File: config.mk
export PLATFORM = sky130hd
export DESIGN_NAME = simpleadder_arbiter
export DESIGN_NICKNAME = d
export VERILOG_FILES = /design/src/rtl/simpleadder_arbiter.sv
export SDC_FILE = /design/constraint.sdc
export NUM_CORES = 1
export LEC_CHECK = 0
export ABC_CLOCK_PERIOD_IN_PS = 4640
export BUFFER_PORTS_ARGS = -buffer_cell sky130_fd_sc_hd__buf_2
export CORE_MARGIN = 2
export CORE_UTILIZATION = 45
export CTS_CLUSTER_DIAMETER = 200
export DETAILED_ROUTE_END_ITERATION = 8
export PLACE_DENSITY = 0.84
export SLEW_MARGIN = 0
export SYNTH_ARGS = -nofsm -noshare
export SYNTH_HDL_FRONTEND = slang
export SYNTH_SLANG_ARGS = --single-unit
File: constraint.sdc
create_clock -name sig_clock -period 4.64 [get_ports sig_clock]
set_input_delay 1.16 -clock sig_clock [delete_from_list [all_inputs] [get_ports sig_clock]]
set_output_delay 1.16 -clock sig_clock [all_outputs]
set_load 0.05 [all_outputs]
File: src/rtl/simpleadder_arbiter.sv
// simpleadder_arbiter
//   Shares one simpleadder datapath between N_REQ requesters. A round-robin
//   scan picks one requester, latches its operands, and issues a single
//   operation to the adder. It then waits for the adder's result, or for a
//   timeout, and returns the response to the requester that won. Only one
//   transaction is in flight at a time, and every output is a register.
//
// Ports
//   sig_clock  in   clock, posedge
//   sig_rst    in   asynchronous reset, active low
//   req_valid  in   [N_REQ]         per-requester request, held until req_ready
//   req_op     in   [2*N_REQ]       per-requester op (00 add, 01 sub, 1x illegal)
//   req_ina    in   [DATA_W*N_REQ]  per-requester operand A
//   req_inb    in   [DATA_W*N_REQ]  per-requester operand B
//   req_ready  out  [N_REQ]         one-hot accept pulse
//   rsp_valid  out  [N_REQ]         one-hot response pulse
//   rsp_data   out  [DATA_W+1]      result, valid with rsp_valid
//   rsp_err    out  1               illegal op or timeout, valid with rsp_valid
//   busy       out  1               transaction issued or awaiting result
//   sig_en_i   out  1               adder operation enable (one-cycle pulse)
//   operation  out  [2]             adder op code
//   sig_ina    out  [DATA_W]        adder operand A
//   sig_inb    out  [DATA_W]        adder operand B
//   sig_en_o   in   1               adder result valid
//   sig_out    in   [DATA_W+1]      adder result
module simpleadder_arbiter #(
  parameter int N_REQ   = 4,
  parameter int DATA_W  = 8,
  parameter int TIMEOUT = 15
) (
  input  logic                      sig_clock,
  input  logic                      sig_rst,
  input  logic [N_REQ-1:0]          req_valid,
  input  logic [2*N_REQ-1:0]        req_op,
  input  logic [DATA_W*N_REQ-1:0]   req_ina,
  input  logic [DATA_W*N_REQ-1:0]   req_inb,
  output logic [N_REQ-1:0]          req_ready,
  output logic [N_REQ-1:0]          rsp_valid,
  output logic [DATA_W:0]           rsp_data,
  output logic                      rsp_err,
  output logic                      busy,
  output logic                      sig_en_i,
  output logic [1:0]                operation,
  output logic [DATA_W-1:0]         sig_ina,
  output logic [DATA_W-1:0]         sig_inb,
  input  logic                      sig_en_o,
  input  logic [DATA_W:0]           sig_out
);

  localparam int PTR_W = (N_REQ > 1) ? $clog2(N_REQ) : 1;

  typedef enum logic [1:0] {
    IDLE  = 2'd0,
    ISSUE = 2'd1,
    WAIT  = 2'd2
  } state_e;

  state_e             state_q, state_d;
  logic [PTR_W-1:0]   rrPtr_q, rrPtr_d;
  logic [PTR_W-1:0]   winner_q, winner_d;
  logic [1:0]         opLat_q, opLat_d;
  logic [DATA_W-1:0]  inaLat_q, inaLat_d;
  logic [DATA_W-1:0]  inbLat_q, inbLat_d;
  logic [7:0]         waitCnt_q, waitCnt_d;
  logic               illegalPend_q, illegalPend_d;
  logic [N_REQ-1:0]   reqReady_q, reqReady_d;
  logic [N_REQ-1:0]   rspValid_q, rspValid_d;
  logic [DATA_W:0]    rspData_q, rspData_d;
  logic               rspErr_q, rspErr_d;
  logic               busy_q, busy_d;
  logic               enIssue_q, enIssue_d;

  logic [1:0]         reqOpArr  [N_REQ];
  logic [DATA_W-1:0]  reqInaArr [N_REQ];
  logic [DATA_W-1:0]  reqInbArr [N_REQ];

  logic               scanFound;
  logic [PTR_W-1:0]   scanIdx;
  int                 scanPos;
  logic [N_REQ-1:0]   scanOneHot;
  logic [N_REQ-1:0]   winnerOneHot;

  // Split the flat per-requester buses into arrays for indexed selection.
  for (genvar g = 0; g < N_REQ; g++) begin : gUnpack
    assign reqOpArr[g]  = req_op[2*g +: 2];
    assign reqInaArr[g] = req_ina[DATA_W*g +: DATA_W];
    assign reqInbArr[g] = req_inb[DATA_W*g +: DATA_W];
  end

  // Round-robin scan: first valid request starting at rrPtr_q and wrapping.
  always_comb begin
    scanFound = 1'b0;
    scanIdx   = '0;
    scanPos   = 0;
    for (int i = 0; i < N_REQ; i++) begin
      scanPos = (int'(rrPtr_q) + i) % N_REQ;
      if (!scanFound && req_valid[PTR_W'(scanPos)]) begin
        scanFound = 1'b1;
        scanIdx   = PTR_W'(scanPos);
      end
    end
  end

  assign scanOneHot   = {{(N_REQ-1){1'b0}}, 1'b1} << scanIdx;
  assign winnerOneHot = {{(N_REQ-1){1'b0}}, 1'b1} << winner_q;

  // Next-state and output decode. Pulse outputs default low every cycle.
  // After an illegal op is accepted, the following IDLE cycle only emits the
  // error response. It does not grant, because the requester that was just
  // accepted is still holding req_valid during that cycle.
  always_comb begin
    state_d       = state_q;
    rrPtr_d       = rrPtr_q;
    winner_d      = winner_q;
    opLat_d       = opLat_q;
    inaLat_d      = inaLat_q;
    inbLat_d      = inbLat_q;
    waitCnt_d     = waitCnt_q;
    illegalPend_d = 1'b0;
    reqReady_d    = '0;
    rspValid_d    = '0;
    rspData_d     = '0;
    rspErr_d      = 1'b0;
    busy_d        = 1'b0;
    enIssue_d     = 1'b0;

    unique case (state_q)
      IDLE: begin
        if (illegalPend_q) begin
          rspValid_d = winnerOneHot;
          rspErr_d   = 1'b1;
        end else if (scanFound) begin
          winner_d   = scanIdx;
          reqReady_d = scanOneHot;
          opLat_d    = reqOpArr[scanIdx];
          inaLat_d   = reqInaArr[scanIdx];
          inbLat_d   = reqInbArr[scanIdx];
          rrPtr_d    = PTR_W'((int'(scanIdx) + 1) % N_REQ);
          if (!reqOpArr[scanIdx][1]) begin
            state_d = ISSUE;
            busy_d  = 1'b1;
          end else begin
            illegalPend_d = 1'b1;
          end
        end
      end

      ISSUE: begin
        enIssue_d = 1'b1;
        busy_d    = 1'b1;
        waitCnt_d = '0;
        state_d   = WAIT;
      end

      WAIT: begin
        busy_d = 1'b1;
        if (sig_en_o) begin
          rspValid_d = winnerOneHot;
          rspData_d  = sig_out;
          busy_d     = 1'b0;
          state_d    = IDLE;
        end else if (waitCnt_q == 8'(TIMEOUT - 1)) begin
          rspValid_d = winnerOneHot;
          rspErr_d   = 1'b1;
          busy_d     = 1'b0;
          state_d    = IDLE;
        end else begin
          waitCnt_d = waitCnt_q + 8'd1;
        end
      end

      default: begin
        state_d = IDLE;
      end
    endcase
  end

  // State and output registers. Reset drops any in-flight operation silently.
  always_ff @(posedge sig_clock or negedge sig_rst) begin
    if (!sig_rst) begin
      state_q       <= IDLE;
      rrPtr_q       <= '0;
      winner_q      <= '0;
      opLat_q       <= '0;
      inaLat_q      <= '0;
      inbLat_q      <= '0;
      waitCnt_q     <= '0;
      illegalPend_q <= 1'b0;
      reqReady_q    <= '0;
      rspValid_q    <= '0;
      rspData_q     <= '0;
      rspErr_q      <= 1'b0;
      busy_q        <= 1'b0;
      enIssue_q     <= 1'b0;
    end else begin
      state_q       <= state_d;
      rrPtr_q       <= rrPtr_d;
      winner_q      <= winner_d;
      opLat_q       <= opLat_d;
      inaLat_q      <= inaLat_d;
      inbLat_q      <= inbLat_d;
      waitCnt_q     <= waitCnt_d;
      illegalPend_q <= illegalPend_d;
      reqReady_q    <= reqReady_d;
      rspValid_q    <= rspValid_d;
      rspData_q     <= rspData_d;
      rspErr_q      <= rspErr_d;
      busy_q        <= busy_d;
      enIssue_q     <= enIssue_d;
    end
  end

  assign req_ready = reqReady_q;
  assign rsp_valid = rspValid_q;
  assign rsp_data  = rspData_q;
  assign rsp_err   = rspErr_q;
  assign busy      = busy_q;
  assign sig_en_i  = enIssue_q;
  assign operation = opLat_q;
  assign sig_ina   = inaLat_q;
  assign sig_inb   = inbLat_q;

endmodule

Word level (Yosys, flattened, before mapping)
Cells that the tools add are included.

Reductions and logical operators: 11. Shift operators: 2. Equal/unequal tests: 9. Bitwise gates (word level): 2. $add $sub $neg: 5. Magnitude comparators: 5. Multiplexer cells: 62.

Operators by type and width (number): 2-to-1 mux 8 bit (6); binary-select mux 8 bit (select 2 bit) (2); 2-to-1 mux 1 bit (25); 2-to-1 mux 4 bit (6); 2-to-1 mux 2 bit (11); 2-to-1 mux 9 bit (2); < comparator 2 x 4 -> 1 bit, second input constant (4); case mux 8 bit (2 select lines) (1); != test 2 bit, second input constant (5); adder 8 x 1 -> 8 bit, second input constant (1); binary-select mux 1 bit (select 2 bit) (4); == test 8 x 4 -> 1 bit, second input constant (1); case mux 4 bit (2 select lines) (1); left shift 1 x 2 -> 4 bit, first input constant (2); case mux 2 bit (3 select lines) (1); AND reduction 3 bit (2); adder 2 x 1 -> 2 bit, second input constant (2); adder 2 bit, second input constant (2); binary-select mux 2 bit (select 2 bit) (1); AND reduction 4 bit (1); greater-or-equal comparator 3 bit, second input constant (1); logical AND 1 bit (3); logical NOT 1 bit (3); != test 3 bit, second input constant (1); other kinds (8) (8).

Output and inout bits: 38. Bits in registers: 53. Logic and storage cells: 110. Input port bits: 88.

Logic depth before layout (Yosys ltp)
Depth in word-level cells: 21. Depth in mapped cells: 9. Gate-level depth less buffers: 7.

Least setup slack after synthesis
OpenSTA, ideal clock, no wires.

Kind: input-to-reg. From: input port req_valid[0]. To: register busy_q (netlist: busy). Slack: 2.337 ns. Buffers on the path: 1. Stages on the path: 5. Data arrival time: 2.176 ns. Cell sequence: o41a_2 > buf_2 > and3_1 > nand3_1 > nand3b_1.

Word-level cells in the longest chain between the ends: 21. Elaborated cells on any way between the ends: 34.

Ends and longest elaborated chain: start: declaration (RTL line 33) `input logic [N_REQ-1:0] req_valid,`; binary-select mux 1 bit (select 2 bit) (RTL line 97) `if (!scanFound && req_valid[PTR_W'(scanPos)]) begin`; 2-to-1 mux 1 bit (implied by the code) (2 in a row) (RTL line 97); 2-to-1 mux 1 bit (RTL line 97); logical NOT 1 bit (RTL line 97); logical AND 1 bit (RTL line 97); 2-to-1 mux 1 bit (RTL line 97); logical NOT 1 bit (RTL line 97); logical AND 1 bit (RTL line 97); [... 4 more ...]; NOT 2 -> 3 bit (implied by the code) (RTL line 139) `if (!reqOpArr[scanIdx][1]) begin`; binary-select mux 2 bit (select 2 bit) (RTL line 139); 2-to-1 mux 2 bit (implied by the code) (2 in a row) (RTL line 139); 2-to-1 mux 1 bit (RTL line 139); 2-to-1 mux 1 bit (*) (RTL line 132) `end else if (scanFound) begin`; 2-to-1 mux 1 bit (*) (RTL line 129) `if (illegalPend_q) begin`; case mux 1 bit (3 select lines) (*) (RTL line 127) `unique case (state_q)`; named net busy_d (RTL line 70) `logic busy_q, busy_d;`; end signal: assignment (RTL line 208) `busy_q <= busy_d;`; end: declaration (RTL line 70).

Mark *: on every way through the listed nets, which the timed path passes. The rest lies on a longest branch. The select of a mux whose other input is x is not followed. A chain may end at the register's enable or synchronous reset.

Final worst setup path
From: input port req_valid[3]. To: register rrPtr_q[1].

Word-level cells in the longest chain between the ends: 14. Elaborated cells on any way between the ends: 28.

Ends and longest elaborated chain: binary-select mux 1 bit (select 2 bit) (RTL line 97); 2-to-1 mux 1 bit (implied by the code) (2 in a row) (RTL line 97); 2-to-1 mux 1 bit (RTL line 97); logical NOT 1 bit (RTL line 97); logical AND 1 bit (RTL line 97); 2-to-1 mux 1 bit (RTL line 97); logical NOT 1 bit (RTL line 97); logical AND 1 bit (RTL line 97); 2-to-1 mux 1 bit (RTL line 97); logical NOT 1 bit (RTL line 97); logical AND 1 bit (RTL line 97); 2-to-1 mux 2 bit (*) (RTL line 97); named net scanIdx[0] (RTL line 78) `logic [PTR_W-1:0] scanIdx;`; adder 2 x 1 -> 2 bit (*) (RTL line 138) `rrPtr_d = PTR_W'((int'(scanIdx) + 1) % N_REQ);`; end signal: assignment (RTL line 197) `rrPtr_q <= rrPtr_d;`; end: declaration (RTL line 59) `logic [PTR_W-1:0] rrPtr_q, rrPtr_d;`.

Marks and branches as above.

==> metrics.md <==
| Metric | Value |
|---|---|
| Setup TNS | `0 ns` |
| Post-CTS Hold Fix Bufs | `0` |
| Grt total ovfl | `0` |
| P per Cell Area | `about 660 mW/mm^2` |
| # DRC | `0` |
| HP Class | `reg -> reg` |
| Status | `completed` |
| Max FO, Critical Path | `39` |
| Root Driver | `clkbuf_8` |
| Row Count | `29` |
| Port buffer count | `125` |
| Largest net degree at the start of global routing | `54` |
| Mapped Area | `0.00287 mm^2` |
| DIE WIDTH | `83.8 um` |
| CP top delay family | `simple AND/OR/NAND/NOR gates` |
| Max VDD drop | `0.000499 V` |
| Crit Path Class | `in -> reg` |
| Relative max-transition margin | `0.299` |
| DR pass1 iterations | `4` |
| Max-slew violations | `0` |
| Clock sinks | `53` |
| CP startpoint kind | `input pin` |
| Cell Area, Placed | `between 0.003 and 0.004 mm^2` |
| Cell Count, Final, Fillers Out | `between 400 and 500` |
| Worst EP required | `just under 5 ns` |
| Postcts setup bufs | `0` |
| Total placed cells including tap cells | `454` |
| Tot GR Track Use | `0.189` |
| # Max-Cap Violations | `0` |
| Mapped Avg Cell Area | `10.8 um^2` |
| Synth-to-Final Area Change | `25.7%` |
| Count of different cell masters after synthesis | `44` |
| CORE AREA | `~0.0062 mm^2` |
| CP Buf/Inv Count | `2` |
| Layout net count | `roughly 480` |
| Worst path max stage delay | `0.76 ns` |
| Worst setup margin | `about 1.8 ns` |
| RSZ-0062 raised after global routing | `no` |
| Clock slew seen by the registers of the worst setup and hold paths | `about 0.090 ns` |
| Area contributors post-synth | `dfrtp_1 (46%), mux2i_1 (13%), o221ai_1 (5.8%), nand2_1 (4.5%), and2_1 (3.3%)` |
| Most frequent CP cell | `nand2_1` |
| Flops & latches, synth | `between 50 and 60` |
| Antenna Cells | `0` |
| R2R depth | `7` |
| # setup viols final | `0` |
| Vias | `about 2400` |
| CP endpoint kind | `flip-flop` |
| Fill cells | `roughly 540` |
| Min Tclk post-route | `between 2 and 3 ns` |
| CP Cell Sequence | `buf_2 > mux2i_1 > a2bb2oi_2 > nand2_2 > inv_1 > ha_1 > nand2_1 > nand2_1` |
| Fin. Hold Viols | `0` |
| Dpl hpwl | `between 4000 and 5000 um` |
| Ports | `126` |
| Vias per inst | `5.30` |
| CTS Buf Count | `5` |
| Yosys warnings | `0` |
| Avg WL per Cell | `14.1 um` |
| CP arrival | `3.04 ns` |
| Post-cts resize count | `0` |
| Register area share after synthesis | `0.462` |
| Worst-Margin Slew | `1.05 ns` |
| Post-synth top area cell | `dfrtp_1` |
| Fin crit share | `0.612` |
| Initial DRC Count | `about 140` |
| Cell with the largest stage delay on the worst path | `nand2_2` |
| Syn nets | `360` |
| Post-synth top area share | `0.462` |
| Die Y-Extent | `83.8 um` |
| Max Clock Skew | `roughly 0.009 ns` |
| Placer congestion estimate | `slightly below 0.8` |
| Mapped Cells | `266` |
| Final ANT Viol Nets | `0` |
| Crit. path cell count | `8` |
| Final instance area | `0.00360 mm^2` |
| Initial antenna violation count | `0` |
| Clock Tree Buf Depth | `2` |
| Pleak | `approximately 1.9 nW` |
| Hold Crit Depth | `2` |
| Final core utilization | `0.578` |
| Wire length of the first global-routing pass | `~11000 um` |
| Clock Latency Late Sink | `about 0.31 ns` |
| Fmax | `352 MHz` |
| Number of global-route vias before repair | `~2400` |
| Full die area | `between 0.007 and 0.008 mm^2` |
| Worst slack, placed | `between 1.5 and 2 ns` |
| Layout cells sized above 1 | `0.395` |
| Detailed Route WL | `6540 um` |
| CTS tree | `done` |
| Clock H-tree levels | `2` |
| Initial Util | `0.460` |
## where the power goes
part           internal [W]  switching, W  total [W]
logic              0.000411      0.000874    0.00129
clock network      0.000165      0.000156   0.000322
registers          0.000622      0.000145   0.000767
## state kept, by name (all words and copies together) (netlist names)
name and count:
busy 1, illegalPend_q 1, operation 2, req_ready 4, rrPtr_q 2, rsp_data 9, rsp_err 1, rsp_valid 4
sig_en_i 1, sig_ina 8, sig_inb 8, state_q 2, waitCnt_q 8, winner_q 2
## layout by cell type (no fill, tap or decap), types with 4 or more instances in the layout
cell type	count
inv_1	6
nand2_1	34
and2_1	15
o221ai_1	19
clkbuf_8	5
mux2i_1	37
nand3_1	10
nor2_1	10
a21o_1	4
and3_1	5
buf_2	125
ha_1	6
o21ai_0	6
dfrtp_1	53
## cells by family after synthesis
group	after synthesis	share of synthesized area
AND/OR/NAND/NOR	97	0.177
flip-flops	53	0.462
AO/OA/AOI/OAI	47	0.140
multiplexers	40	0.141
buffers and inverters	23	0.0532
adder cells (fa/ha/maj)	6	0.0262
## metrics by stage
stage / hold WS [ns] / power (W)
CTS: 0.499 / 0.00240
floorplan: 0.457 / 0.00180
finish: 0.493 / 0.00237
detailed placement: 0.477 / 0.00207
global placement: 0.468 / 0.00202
global route: 0.522 / 0.00253
## per-layer routing
layer / vias to the layer above / share of wire / routed length (um) / GRT usage
met5: - / 0 / 0 / 0
met4: 0 / 0.0023 / 15 / 0.0220
met3: 2 / 0.056 / 367 / 0.0376
met2: 96 / 0.53 / 3480 / 0.364
met1: 1149 / 0.41 / 2680 / 0.223
li1: 1200 / - / - / -
## cells in the mapped netlist, drive strengths merged
cell	count
o41a	1
nand4	3
a21o	4
dfrtp	53
o221a	1
nand3b	3
a211o	1
nor3	3
o22ai	1
o41ai	1
a41oi	1
o21a	1
clkbuf	7
nor2	11
and3	5
nor3b	2
a32o	1
a21oi	1
o21ai	6
nand3	10
nand2	37
and3b	1
o311ai	2
and4b	1
mux2i	37
inv	7
buf	9
nand2b	3
a211oi	1
mux2	3
nor2b	2
o211ai	3
o2bb2ai	2
ha	6
and2	15
o221ai	19
or4	1
a2bb2oi	1
## worst reg2reg max path, cell delays in order (launching register included)
cell	delay, ns
dfrtp_1	0.49
mux2i_1	0.27
a2bb2oi_2	0.11
nand2_2	0.77
inv_1	0.21
ha_1	0.35
nand2_1	0.06
nand2_1	0.05
## path summary, 6_finish.rpt
check                                           endpoint  slack, ns                      from
worst max-delay path              rrPtr_q[1]$_DFFE_PN0P_       1.80              req_valid[3]
worst min-delay path            operation[1]$_DFFE_PN0P_       0.49  operation[1]$_DFFE_PN0P_
worst max register to register    rrPtr_q[1]$_DFFE_PN0P_       2.24    rrPtr_q[1]$_DFFE_PN0P_
worst min register to register  operation[1]$_DFFE_PN0P_       0.49  operation[1]$_DFFE_PN0P_
max in group asynchronous         req_ready[1]$_DFF_PN0_       3.24                   sig_rst
min in group asynchronous       waitCnt_q[5]$_DFFE_PN0P_       0.94                   sig_rst
## final cells by class
class | count | area (um^2) | area share
multi-input combinational | 190 | 1400 | 0.387
sequential | 53 | 1330 | 0.368
timing repair buffer | 127 | 641 | 0.178
tap | 77 | 96.3 | 0.0267
clock buffer | 5 | 68.8 | 0.0191
clock inverter | 3 | 50.0 | 0.0139
inverter | 7 | 26.3 | 0.00729
Power figures use the tool's default switching activity.
